File: src/rtl/step_core_pkg.sv
`default_nettype none
// ============================================================================
// Module      : step_core_pkg
// Description : Shared definitions for the step_core processor: opcode
//               values, instruction field positions, FSM state encoding
//               and register-file geometry.
// Revision    : 1.0 - initial release
// ============================================================================
package step_core_pkg;

    // Register file geometry
    localparam int unsigned c_NUM_REGS = 8;
    localparam int unsigned c_REG_AW   = 3;

    // Instruction field positions (16-bit instruction word)
    localparam int unsigned c_OPC_MSB = 15;
    localparam int unsigned c_OPC_LSB = 12;
    localparam int unsigned c_RA_MSB  = 11;
    localparam int unsigned c_RA_LSB  = 9;
    localparam int unsigned c_RB_MSB  = 8;
    localparam int unsigned c_RB_LSB  = 6;
    localparam int unsigned c_IMM_MSB = 7;
    localparam int unsigned c_IMM_LSB = 0;

    // Opcodes; every value not listed here executes as a NOP
    localparam logic [3:0] c_OP_LI   = 4'h1;
    localparam logic [3:0] c_OP_ADD  = 4'h2;
    localparam logic [3:0] c_OP_SUB  = 4'h3;
    localparam logic [3:0] c_OP_AND  = 4'h4;
    localparam logic [3:0] c_OP_BEQZ = 4'h5;
    localparam logic [3:0] c_OP_JMP  = 4'h6;
    localparam logic [3:0] c_OP_HALT = 4'hE;
    localparam logic [3:0] c_OP_OUT  = 4'hF;

    // Core FSM
    typedef enum logic [2:0] {
        ST_WAIT     = 3'd0,
        ST_FETCH    = 3'd1,
        ST_EXEC     = 3'd2,
        ST_OUT_WAIT = 3'd3,
        ST_HALT     = 3'd4
    } state_e;

endpackage : step_core_pkg
`default_nettype wire

File: src/rtl/step_core_regfile.sv
`default_nettype none
// ============================================================================
// Module      : step_core_regfile
// Description : 8 x DATA_W register file, two combinational read ports and
//               one synchronous write port; synchronous reset clears all
//               entries to zero.
// Ports       : clk, rst          - clock, synchronous active-high reset
//               ra_addr_i/ra_data_o - read port A
//               rb_addr_i/rb_data_o - read port B
//               we_i, waddr_i, wdata_i - write port (captured at clk edge)
// Revision    : 1.0 - initial release
// ============================================================================
module step_core_regfile
    import step_core_pkg::*;
#(
    parameter int DATA_W = 16
) (
    input  logic                clk,
    input  logic                rst,
    input  logic [c_REG_AW-1:0] ra_addr_i,
    input  logic [c_REG_AW-1:0] rb_addr_i,
    output logic [DATA_W-1:0]   ra_data_o,
    output logic [DATA_W-1:0]   rb_data_o,
    input  logic                we_i,
    input  logic [c_REG_AW-1:0] waddr_i,
    input  logic [DATA_W-1:0]   wdata_i
);

    logic [DATA_W-1:0] regs_q [c_NUM_REGS];

    always_ff @(posedge clk) begin
        if (rst) begin
            for (int i = 0; i < int'(c_NUM_REGS); i++) begin
                regs_q[i] <= '0;
            end
        end else if (we_i) begin
            regs_q[waddr_i] <= wdata_i;
        end
    end

    // Reads see the pre-write value, so ra == rb in ALU ops uses old data
    assign ra_data_o = regs_q[ra_addr_i];
    assign rb_data_o = regs_q[rb_addr_i];

endmodule : step_core_regfile
`default_nettype wire

File: src/rtl/step_core.sv
`default_nettype none
// ============================================================================
// Module      : step_core
// Description : Paced multi-cycle 16-bit-instruction processor. Each
//               instruction spends TICK_DIV cycles in WAIT, then FETCH and
//               EXEC. OUT results leave on a valid/ready port; the core
//               stalls in OUT_WAIT until the result is accepted.
// Options     : STEP_CORE_SINGLE_STEP_EN - adds input `step`; WAIT then
//               advances on `step` instead of the tick counter.
// Ports       : clk, rst       - clock, synchronous active-high reset
//               step           - single-step request (option only)
//               instruction    - program word at `address`
//               address        - program counter
//               result         - last OUT value
//               result_valid   - `result` not yet consumed
//               result_ready   - consumer accepts `result`
//               halted         - core stopped by HALT
// Revision    : 1.0 - initial release
// ============================================================================
module step_core
    import step_core_pkg::*;
#(
    parameter int DATA_W   = 16,
    parameter int PC_W     = 3,
    parameter int TICK_DIV = 50000000
) (
    input  logic              clk,
    input  logic              rst,
`ifdef STEP_CORE_SINGLE_STEP_EN
    input  logic              step,
`endif
    input  logic [15:0]       instruction,
    output logic [PC_W-1:0]   address,
    output logic [DATA_W-1:0] result,
    output logic              result_valid,
    input  logic              result_ready,
    output logic              halted
);

    localparam int CNT_W = (TICK_DIV > 1) ? $clog2(TICK_DIV) : 1;
    localparam logic [CNT_W-1:0] c_TICK_LAST = CNT_W'(TICK_DIV - 1);

    state_e            state_q, state_d;
    logic [CNT_W-1:0]  tick_q, tick_d;
    logic [PC_W-1:0]   pc_q, pc_d;
    logic [15:0]       ir_q, ir_d;
    logic [DATA_W-1:0] result_q, result_d;
    logic              valid_q, valid_d;
    logic              halted_q, halted_d;

    // Decoded fields of the latched instruction
    logic [3:0]          w_opcode;
    logic [c_REG_AW-1:0] w_ra;
    logic [c_REG_AW-1:0] w_rb;
    logic [7:0]          w_imm;

    assign w_opcode = ir_q[c_OPC_MSB:c_OPC_LSB];
    assign w_ra     = ir_q[c_RA_MSB:c_RA_LSB];
    assign w_rb     = ir_q[c_RB_MSB:c_RB_LSB];
    assign w_imm    = ir_q[c_IMM_MSB:c_IMM_LSB];

    logic [DATA_W-1:0] w_ra_data;
    logic [DATA_W-1:0] w_rb_data;
    logic              w_rf_we;
    logic [DATA_W-1:0] w_rf_wdata;

    step_core_regfile #(
        .DATA_W (DATA_W)
    ) u_regfile (
        .clk       (clk),
        .rst       (rst),
        .ra_addr_i (w_ra),
        .rb_addr_i (w_rb),
        .ra_data_o (w_ra_data),
        .rb_data_o (w_rb_data),
        .we_i      (w_rf_we),
        .waddr_i   (w_ra),
        .wdata_i   (w_rf_wdata)
    );

    always_comb begin
        state_d    = state_q;
        tick_d     = '0;       // counter only runs while in WAIT
        pc_d       = pc_q;
        ir_d       = ir_q;
        result_d   = result_q;
        valid_d    = valid_q;
        halted_d   = halted_q;
        w_rf_we    = 1'b0;
        w_rf_wdata = '0;

        case (state_q)
            ST_WAIT: begin
`ifdef STEP_CORE_SINGLE_STEP_EN
                if (step) begin
                    state_d = ST_FETCH;
                end
`else
                if (tick_q == c_TICK_LAST) begin
                    state_d = ST_FETCH;
                end else begin
                    tick_d = tick_q + CNT_W'(1);
                end
`endif
            end

            ST_FETCH: begin
                ir_d    = instruction;
                state_d = ST_EXEC;
            end

            ST_EXEC: begin
                state_d = ST_WAIT;
                pc_d    = pc_q + PC_W'(1);
                case (w_opcode)
                    c_OP_LI: begin
                        w_rf_we    = 1'b1;
                        w_rf_wdata = DATA_W'(w_imm);
                    end
                    c_OP_ADD: begin
                        w_rf_we    = 1'b1;
                        w_rf_wdata = w_ra_data + w_rb_data;
                    end
                    c_OP_SUB: begin
                        w_rf_we    = 1'b1;
                        w_rf_wdata = w_ra_data - w_rb_data;
                    end
                    c_OP_AND: begin
                        w_rf_we    = 1'b1;
                        w_rf_wdata = w_ra_data & w_rb_data;
                    end
                    c_OP_BEQZ: begin
                        if (w_ra_data == '0) begin
                            pc_d = PC_W'(w_imm);
                        end
                    end
                    c_OP_JMP: begin
                        pc_d = PC_W'(w_imm);
                    end
                    c_OP_HALT: begin
                        pc_d     = pc_q;   // address frozen at the HALT word
                        halted_d = 1'b1;
                        state_d  = ST_HALT;
                    end
                    c_OP_OUT: begin
                        // PC advances only once the result is accepted
                        pc_d     = pc_q;
                        result_d = w_ra_data;
                        valid_d  = 1'b1;
                        state_d  = ST_OUT_WAIT;
                    end
                    default: begin
                        // NOP: just advance
                    end
                endcase
            end

            ST_OUT_WAIT: begin
                if (valid_q && result_ready) begin
                    valid_d = 1'b0;
                    pc_d    = pc_q + PC_W'(1);
                    state_d = ST_WAIT;
                end
            end

            ST_HALT: begin
                // terminal until reset
            end

            default: begin
                state_d = ST_WAIT;
            end
        endcase
    end

    always_ff @(posedge clk) begin
        if (rst) begin
            state_q  <= ST_WAIT;
            tick_q   <= '0;
            pc_q     <= '0;
            ir_q     <= '0;
            result_q <= '0;
            valid_q  <= 1'b0;
            halted_q <= 1'b0;
        end else begin
            state_q  <= state_d;
            tick_q   <= tick_d;
            pc_q     <= pc_d;
            ir_q     <= ir_d;
            result_q <= result_d;
            valid_q  <= valid_d;
            halted_q <= halted_d;
        end
    end

    assign address      = pc_q;
    assign result       = result_q;
    assign result_valid = valid_q;
    assign halted       = halted_q;

endmodule : step_core
`default_nettype wire

File: config.mk
export PLATFORM = sky130hd
export DESIGN_NAME = step_core
export DESIGN_NICKNAME = d
export VERILOG_FILES = /design/src/rtl/step_core_pkg.sv /design/src/rtl/step_core_regfile.sv /design/src/rtl/step_core.sv
export SDC_FILE = /design/constraint.sdc
export NUM_CORES = 1
export LEC_CHECK = 0
export ABC_AREA = 1
export BUFFER_PORTS_ARGS = -buffer_cell sky130_fd_sc_hd__buf_2
export CAP_MARGIN = 0
export CORE_ASPECT_RATIO = 1.5
export CORE_MARGIN = 2
export CORE_UTILIZATION = 40
export DETAILED_ROUTE_END_ITERATION = 10
export SKIP_LAST_GASP = 1
export SYNTH_ARGS = -nofsm -noshare
export SYNTH_HDL_FRONTEND = slang
export SYNTH_HIERARCHICAL = 1
export SYNTH_SLANG_ARGS = --single-unit
File: constraint.sdc
create_clock -name clk -period 10.3 [get_ports clk]
set_input_delay 1.545 -clock clk [delete_from_list [all_inputs] [get_ports clk]]
set_output_delay 1.545 -clock clk [all_outputs]
set_load 0.01 [all_outputs]
## Yosys cells after proc, flatten, opt, wreduce, memory -nomap -nowiden

Memories as Yosys holds them, arrays and structs flattened. A register that Yosys moved wholly into a read port is not among the register bits.
Cells that the tools add are included.
W data, S select, Z words.

| operators by class | value |
|---|---|
| equal/unequal tests | 17 |
| bitwise operators | 3 |
| reduce and logical (&&, ||, !) cells | 13 |
| add/sub/neg operators | 4 |
| mux-type cells | 27 |

Operators by type and width:

| cell | number |
|---|---|
| $pmux W16 S4 | 1 |
| $mux W16 | 2 |
| $mux W3 | 9 |
| $add A26 B1 Y26 const B | 1 |
| $eq A26 B26 Y1 const B | 1 |
| $add A16 B16 Y16 | 1 |
| $and A16 B16 Y16 | 1 |
| $logic_not A16 Y1 | 1 |
| $reduce_or A16 Y1 | 1 |
| $sub A16 B16 Y16 | 1 |
| $pmux W3 S5 | 1 |
| $eq A4 B3 Y1 const B | 3 |
| $pmux W3 S2 | 2 |
| $mux W1 | 10 |
| $pmux W3 S3 | 1 |
| $reduce_and A3 Y1 | 3 |
| $eq A4 B2 Y1 const B | 2 |
| $eq A4 B4 Y1 const B | 2 |
| $eq A3 B2 Y1 const B | 2 |
| $ne A2 B2 Y1 const B | 3 |
| $eq A4 B1 Y1 const B | 1 |
| $reduce_and A2 Y1 | 2 |
| $reduce_or A4 Y1 | 1 |
| $add A3 B1 Y3 const B | 1 |
| 10 further kinds | 11 |

| storage, ports and cells | value |
|---|---|
| word-level logic and storage cells | 72 |
| memories kept | 1 |
| output and inout bits | 21 |
| register bits | 66 |
| input port bits | 19 |
| bits in writable memories | 128 |

Memories:

| name | depth | width | read ports | clocked after memory_dff | write ports | RTL line | RTL |
|---|---|---|---|---|---|---|---|
| u_regfile.regs_q | 8 | 16 | 2 | 2 | 8 | step_core_regfile.sv:29 | `logic [DATA_W-1:0] regs_q [c_NUM_REGS];` |

## Longest topological paths before layout

Gate-level depths: netlist (run 1).

| logic depth | value |
|---|---|
| word-level depth | 9 |
| gate-level depth with buffers | 32 |
| mapped depth without buffers | 31 |

## By module

The synthesis (run 1) kept the hierarchy.

Modules (own cells, without submodules):

| module | area an instance (sq um) | times used | cells each | seq. area each (sq um) |
|---|---|---|---|---|
| step_core_regfile | 7532.2 | 1 | 1032 | 3843.7 |
| step_core | 4541.9 | 1 | 722 | 1321.3 |

## Worst setup path before layout (run 1)

Ideal clock, no wire load.

| timing | value |
|---|---|
| kind | register to register |
| start point | register ir_q[6] (netlist name) |
| end point | memory u_regfile.regs_q[0][15] (data pin) |
| buffers on the path | 2 |
| clock period less this slack | 3.409 ns |
| stages on the path, launching flop included | 31 |
| data arrival time | 3.150 ns |
| required time | 10.041 ns |
| path slack | 6.891 ns |
| cell sequence | dfxtp_1 -> buf_2 -> buf_2 -> nand2_1 -> nand3_1 -> nand2_1 -> nand2_1 -> nand2_1 -> inv_1 -> ha_1 -> inv_1 -> nor3_1 -> nand3_1 -> nor2_1 -> nand2_1 -> nand2_1 -> xor2_1 -> inv_1 -> ha_1 -> a21oi_1 -> nand2_1 -> nand2_1 -> nand2_1 -> inv_1 -> nand2_1 -> inv_1 -> nand2_1 -> nand3_1 -> a21oi_1 -> inv_1 -> nor2_1 |

RTL lines:

| what | RTL line |
|---|---|
| end, declared | step_core_regfile.sv:29 |

==> results of run 1 <==
[worst paths after layout]
path / startpoint / end / slack, ns / cells past startpoint
setup reg to reg: ir_q[6] / u_regfile/regs_q[2][13] / 5.73 / 23
hold reg to reg: halted / halted / 0.46 / 2
hold / removal: halted / halted / 0.46 / 2
setup / recovery: ir_q[6] / u_regfile/regs_q[2][13] / 5.73 / 23
[metal layers]
layer,GRT usage (%),share of wire [%]
met2,42.1,51
met4,15.4,5.6
met5,0,0
met3,3.61,5.7
met1,26.0,38
[state kept, by name, summed over array words and instances (netlist names)]
signal	flops
tick_q	26
address	3
result_valid	1
state_q	3
u_regfile/regs_q	128
ir_q	16
halted	1
result	16
[cell usage in the layout (no fill, tap or decap), drive strengths merged]
master	n
nand2	589
edfxtp	128
nor3b	4
o221ai	1
nor4	1
nand3b	4
clkinv	6
o21a	1
clkbuf	24
or2	11
and3	2
o21bai	1
buf	50
o22ai	2
nor2	250
bufinv	1
a31oi	8
nor3	22
ha	19
nand4	16
o31ai	2
xor2	16
a21oi	54
o21ai	48
nand3	181
fa	1
dfxtp	66
inv	253
xnor2	6
a21o	1
[power by group through the flow]
| stage | Clock (mW) | Combinational, mW | Sequential [mW] |
|---|---|---|---|
| 6_report | 0.707 | 0.122 | 0.850 |
| 5_1_grt | 0.741 | 0.137 | 0.852 |
| 4_1_cts | 0.717 | 0.121 | 0.850 |
| 3_5_place_dp | 0 | 0.120 | 0.868 |
| 3_3_place_gp | 0 | 0.119 | 0.867 |
| 2_1_floorplan | 0 | 0.0860 | 0.866 |
[layout make-up]
class / count / area share [%]
Multi-Input combinational cell: 1240 / 42.7
Sequential cell: 194 / 39.4
Inverter: 252 / 7.22
Clock buffer: 24 / 4.16
Tap cell: 395 / 3.77
Timing Repair Buffer: 50 / 2.12
Clock inverter: 8 / 0.620
[cells by family after synthesis]
family	count (synthesis)	share of synthesized area (%)
buf+inv	320	10.8
simple gates	1080	37.5
compound gates	118	5.16
fa+ha+maj	20	2.13
xor+xnor	22	1.60
flops	194	42.8
[critical path, delay by kind of cell, from the launching register on]
family / cells / cell delay [ns]
buf+inv: 4 / 1.34
simple gates: 14 / 1.60
flops: 1 / 0.34
xor+xnor: 1 / 0.15
fa+ha+maj: 1 / 0.34
compound gates: 3 / 0.51
[per-stage QoR]
step / util, % / instance area [um^2] / setup WS (ns) / std cells / hold slack [ns]
4_1_cts: 44.3 / 13100 / 5.81 / 2163 / 0.461
3_3_place_gp: 42.2 / 12500 / 5.85 / 2131 / 0.437
3_5_place_dp: 42.2 / 12500 / 5.83 / 2131 / 0.450
2_1_floorplan: - / 12100 / 6.89 / 1754 / 0.441
5_1_grt: 44.3 / 13100 / 5.35 / 2163 / 0.477
6_report: 44.3 / 13100 / 5.73 / 2163 / 0.461
==> metrics, run 1 <==
status=complete, no violations; final setup TNS=0 ns; Main synth FF type=edfxtp_1; Net Sw Power=0.400 mW; Port Buf Inserts=39; Avg WL per Cell=17.3 um; CTS Sinks=194; # IOs=40; Total GRT Usage=around a quarter; Final Critical Period=4.57 ns; internal power=1.28 mW; CP Launch Type=flip-flop; CTS Buf Count=17; ranking of synthesized cells by area=edfxtp_1, nand2_1, dfxtp_1; Max VDD drop=0.134 mV; clk_lat worst skew=0.45 ns; share of the synthesized area in the top cell type=31.8%; die area=~32000 um^2; Mapped Area=12100 um^2; #FFs+latches synth=a little under 200; drt total wl=37.4 mm; RSZ-0062 raised after global routing=no; placer congestion estimate=between 0.9 and 1; max cap viols=0; Clock Skew=0.0149 ns; CTS tree=done; Lkg Pwr=5.88 nW; GRT Residual Overflow=0; 1st-iter DRT viols=1033; initial core utilization=around two fifths; total number of vias=11400; Worst Hold Class=reg2reg; multi-input logic area=5600 um^2; total power=1.68 mW; final period utilization=between 40% and 50%; Synth async-reset ratio=0%; EDFF count, synth=128; cell taking the most area after synthesis=edfxtp_1; ANT cells=0; post-CTS setup buffer count=0; max frequency=0.219 GHz; Synth cell types=43; Die X=146 um; switching share of power=23.8%; Post-Syn Nets=1793; Syn Area/Cell=6.88 um^2; largest net degree at the start of global routing=65; Top cell by count, worst path=nand2_1; DR vias/cell=5.26; hold_buf cts=0; DRC=0; H-tree Lvls=4; WP data required=10.49 ns; worst setup path class=reg2reg; PostCTS Resize Cnt=0; Area Overhead vs Synth=8.62%; antenna viol nets, final=0; Synth Instances=about 1800; worst-path cell chain=inv_2 > buf_4 > nand2_1 > nand3_1 > nand2_1 > nand2_1 > nand2_1 > nor3_1 > nand3_1 > nor2_1 > nand2_1 > nand2_1 > xor2_1 > inv_1 > ha_1 > a21oi_1 > o21bai_1 > nor2_1 > nand3_1 > nand3_1 > a21oi_1 > inv_1 > nor2_1; DRT Pass-1 Iters=5; endpoint class of the critical path=flip-flop; Rows=77; slowest cell on the critical path=inv_2; Synth top cells by count=nand2_1, inv_1, nor2_1, nand3_1, edfxtp_1; vias in the first global route=11100; CP Data Arrival Time=4.75 ns; yosys warns=6; final setup violation count=0; fin nets=between 1500 and 2000; Rel. slew slack=23.7%; Seq/Total Area, Yosys=42.8%; Gate power share=7.3%; Least-Margin Pin Slew=between 1 and 1.5 ns; initial antenna violation count=0; clock buffer depth=2; share of cells above drive strength 1=approximately 7%; sequential cell fraction of total power=roughly 50%; Slew Limit Fails=0; most frequent cell after synthesis=nand2_1; fillcell total=3066; pwr dens=128 nW/um^2; clock network power share=between 40% and 50%; clk slew on worst S/H paths=roughly 0.070 ns; first-pass GRT wire length=58.1 mm; core area=29600 um^2; Die Height=217 um; CP Max Fanout=33; HPWL after DPL=roughly 25 mm; Fin. Hold Viols=0; register area=5170 um^2; Root Buffer=clkbuf_16; crit-path max cell delay=about 0.50 ns
(Power assumes the default switching activity.)
==> run 2: changes to the inputs <==
==> constraint.sdc (replaced) <==
create_clock -name clk -period 4.04 [get_ports clk]
set_input_delay 0.606 -clock clk [delete_from_list [all_inputs] [get_ports clk]]
set_output_delay 0.606 -clock clk [all_outputs]
set_load 0.01 [all_outputs]
==> metrics, run 2 (same netlist as run 1, synthesis figures left out) <==
worst-path cell chain=buf_6 > clkbuf_16 > nand2_1 > nand3_1 > nand2_1 > nand2_1 > nand2_1 > nor2_1 > nand2_1 > o31ai_2 > buf_4 > xor2_1 > inv_1 > ha_4 > nand2_1 > buf_4 > nor2_1 > nand4_1 > nand4_1 > nand3_1 > a21oi_1 > inv_1 > buf_12 > nor2_1; vias in the first global route=11100; DRT Pass-1 Iters=5; Area Overhead vs Synth=15.0%; endpoint class of the critical path=flip-flop; R2R Path End=u_regfile/regs_q[2][12]; Hold Startpoint=instruction[10]; status=complete, no violations; Lkg Pwr=6.22 nW; Total GRT Usage=24.4%; WP data required=4.34 ns; Rows=77; Port Buf Inserts=39; CP Launch Type=flip-flop; hold_buf cts=0; final period utilization=95.5%; pwr dens=315 nW/um^2; core area=slightly below 30000 um^2; placed inst area=12900 um^2; most common cell after layout, fill and taps aside=nand2_1; Fin. Hold Viols=0; clk slew on worst S/H paths=roughly 0.07 ns; initial antenna violation count=0; Clock Skew=roughly 0.012 ns; Die Height=around 220 um; share of cells above drive strength 1=11.6%; CP Data Arrival Time=4.16 ns; commonest non-fill, non-tap cells in the layout=nand2_1, inv_1, nor2_1; first-pass GRT wire length=between 50 and 60 mm; DR vias/cell=5.22; H-tree Lvls=4; total number of vias=11600; max FFs per register=roughly 130; ANT cells=0; die area=31600 um^2; CP Max Fanout=8; Worst Hold Class=in2reg; hold path cells=3; fillcell total=3022; largest net degree at the start of global routing=68; Regs by FF count=u_regfile/regs_q x128, tick_q x26; Biggest register=u_regfile/regs_q; total power=4.37 mW; Top delay family on crit path=simple AND/OR/NAND/NOR gates; sequential cell fraction of total power=49.6%; slowest cell on the critical path=dfxtp_4; Non-Filler Instances=approximately 2200; HPWL after DPL=26.9 mm; max cap viols=0; fin nets=1850; # IOs=40; Net Sw Power=1.03 mW; placer congestion estimate=0.919; Placed Cells incl. Taps=2177; Rel. slew slack=54.0%; DRC=0; 1st-iter DRT viols=~870; clk_lat worst skew=0.46 ns; Top cell by count, worst path=nand2_1; switching share of power=23.5%; drt total wl=38.6 mm; worst setup path class=reg2reg; initial core utilization=40.8%; Max VDD drop=just over 0.3 mV; crit-path max cell delay=around 0.46 ns; fin area=13900 um^2; clock buffer depth=2; Die X=146 um; Gate power share=8.0%; CTS Sinks=194; Final Critical Period=3.86 ns; max frequency=about 0.26 GHz; antenna viol nets, final=0; Hold Path End=ir_q[10]; reg-to-reg slack, setup=0.18 ns; Avg WL per Cell=17.4 um; clock network power share=42.4%; FF-to-FF path depth=24; internal power=3.34 mW; CTS tree=done; Worst Path Buf+Inv=7; Root Buffer=clkbuf_16; final setup violation count=0; Slew Limit Fails=0; CTS Buf Count=17; FF-to-FF Start=ir_q[6]; Least-Margin Pin Slew=0.690 ns; GRT Residual Overflow=0; RSZ-0062 raised after global routing=yes
run 2: final cells by class:
cell class                      instances  area (um^2)  area share (%)
Clock buffer                           23          499            3.60
Clock inverter                          9          139            1.00
Inverter                              252          961            6.92
Multi-Input combinational cell       1240         5720            41.2
Sequential cell                       194         5170            37.3
Tap cell                              395          494            3.56
Timing Repair Buffer                  106          891            6.42
run 2: through the flow:
stage	setup WS [ns]	hold WS, ns	utilization [%]	setup TNS, ns
finish	0.184	0.379	46.9	0
global route	-0.0579	0.394	46.9	-0.659
CTS	0.00485	0.361	46.0	0
detailed placement	-0.0235	0.452	43.8	-0.0677
global placement	0.0271	0.438	43.8	0
floorplan	0.631	0.441	-	0
run 2: layer usage:
| metal | global-route usage (%) | routed length, um | up-vias |
|---|---|---|---|
| met5 | 0 | 0 | - |
| li1 | - | - | 5626 |
| met4 | 15.8 | 2240 | 0 |
| met3 | 2.96 | 1870 | 118 |
| met1 | 27.7 | 15100 | 5416 |
| met2 | 43.2 | 19400 | 422 |
run 2: worst min-delay path: cells and delay by family:
kind	cells	cell delay [ns]
buffers and inverters	1	0.08
AND/OR/NAND/NOR	2	0.11
run 2: what timing repair did:
action                                  4_1_cts  5_1_grt
endpoints found under the setup margin       16       71
pin swaps                                     0       14
setup buffers                                 0        7
gates resized for setup                       2       46
cloned                                        0        3
run 2: power by group through the flow:
| stage | Sequential [mW] | Clock [mW] | Combinational (mW) |
|---|---|---|---|
| 3_5_place_dp | 2.21 | 0 | 0.332 |
| 3_3_place_gp | 2.21 | 0 | 0.330 |
| 5_1_grt | 2.17 | 1.95 | 0.391 |
| 2_1_floorplan | 2.21 | 0 | 0.219 |
| 4_1_cts | 2.17 | 1.89 | 0.334 |
| 6_report | 2.17 | 1.85 | 0.348 |
run 2: how the worst max path moves through the flow:
stage | start | end | depth (start not counted)
finish | ir_q[6] | u_regfile/regs_q[2][12] | 24
global route | ir_q[6] | u_regfile/regs_q[0][14] | 24
CTS | ir_q[6] | u_regfile/regs_q[5][14] | 24
detailed placement | ir_q[6] | u_regfile/regs_q[5][14] | 23
global placement | ir_q[6] | u_regfile/regs_q[7][14] | 23
floorplan | ir_q[6] | u_regfile/regs_q[0][15] | 30
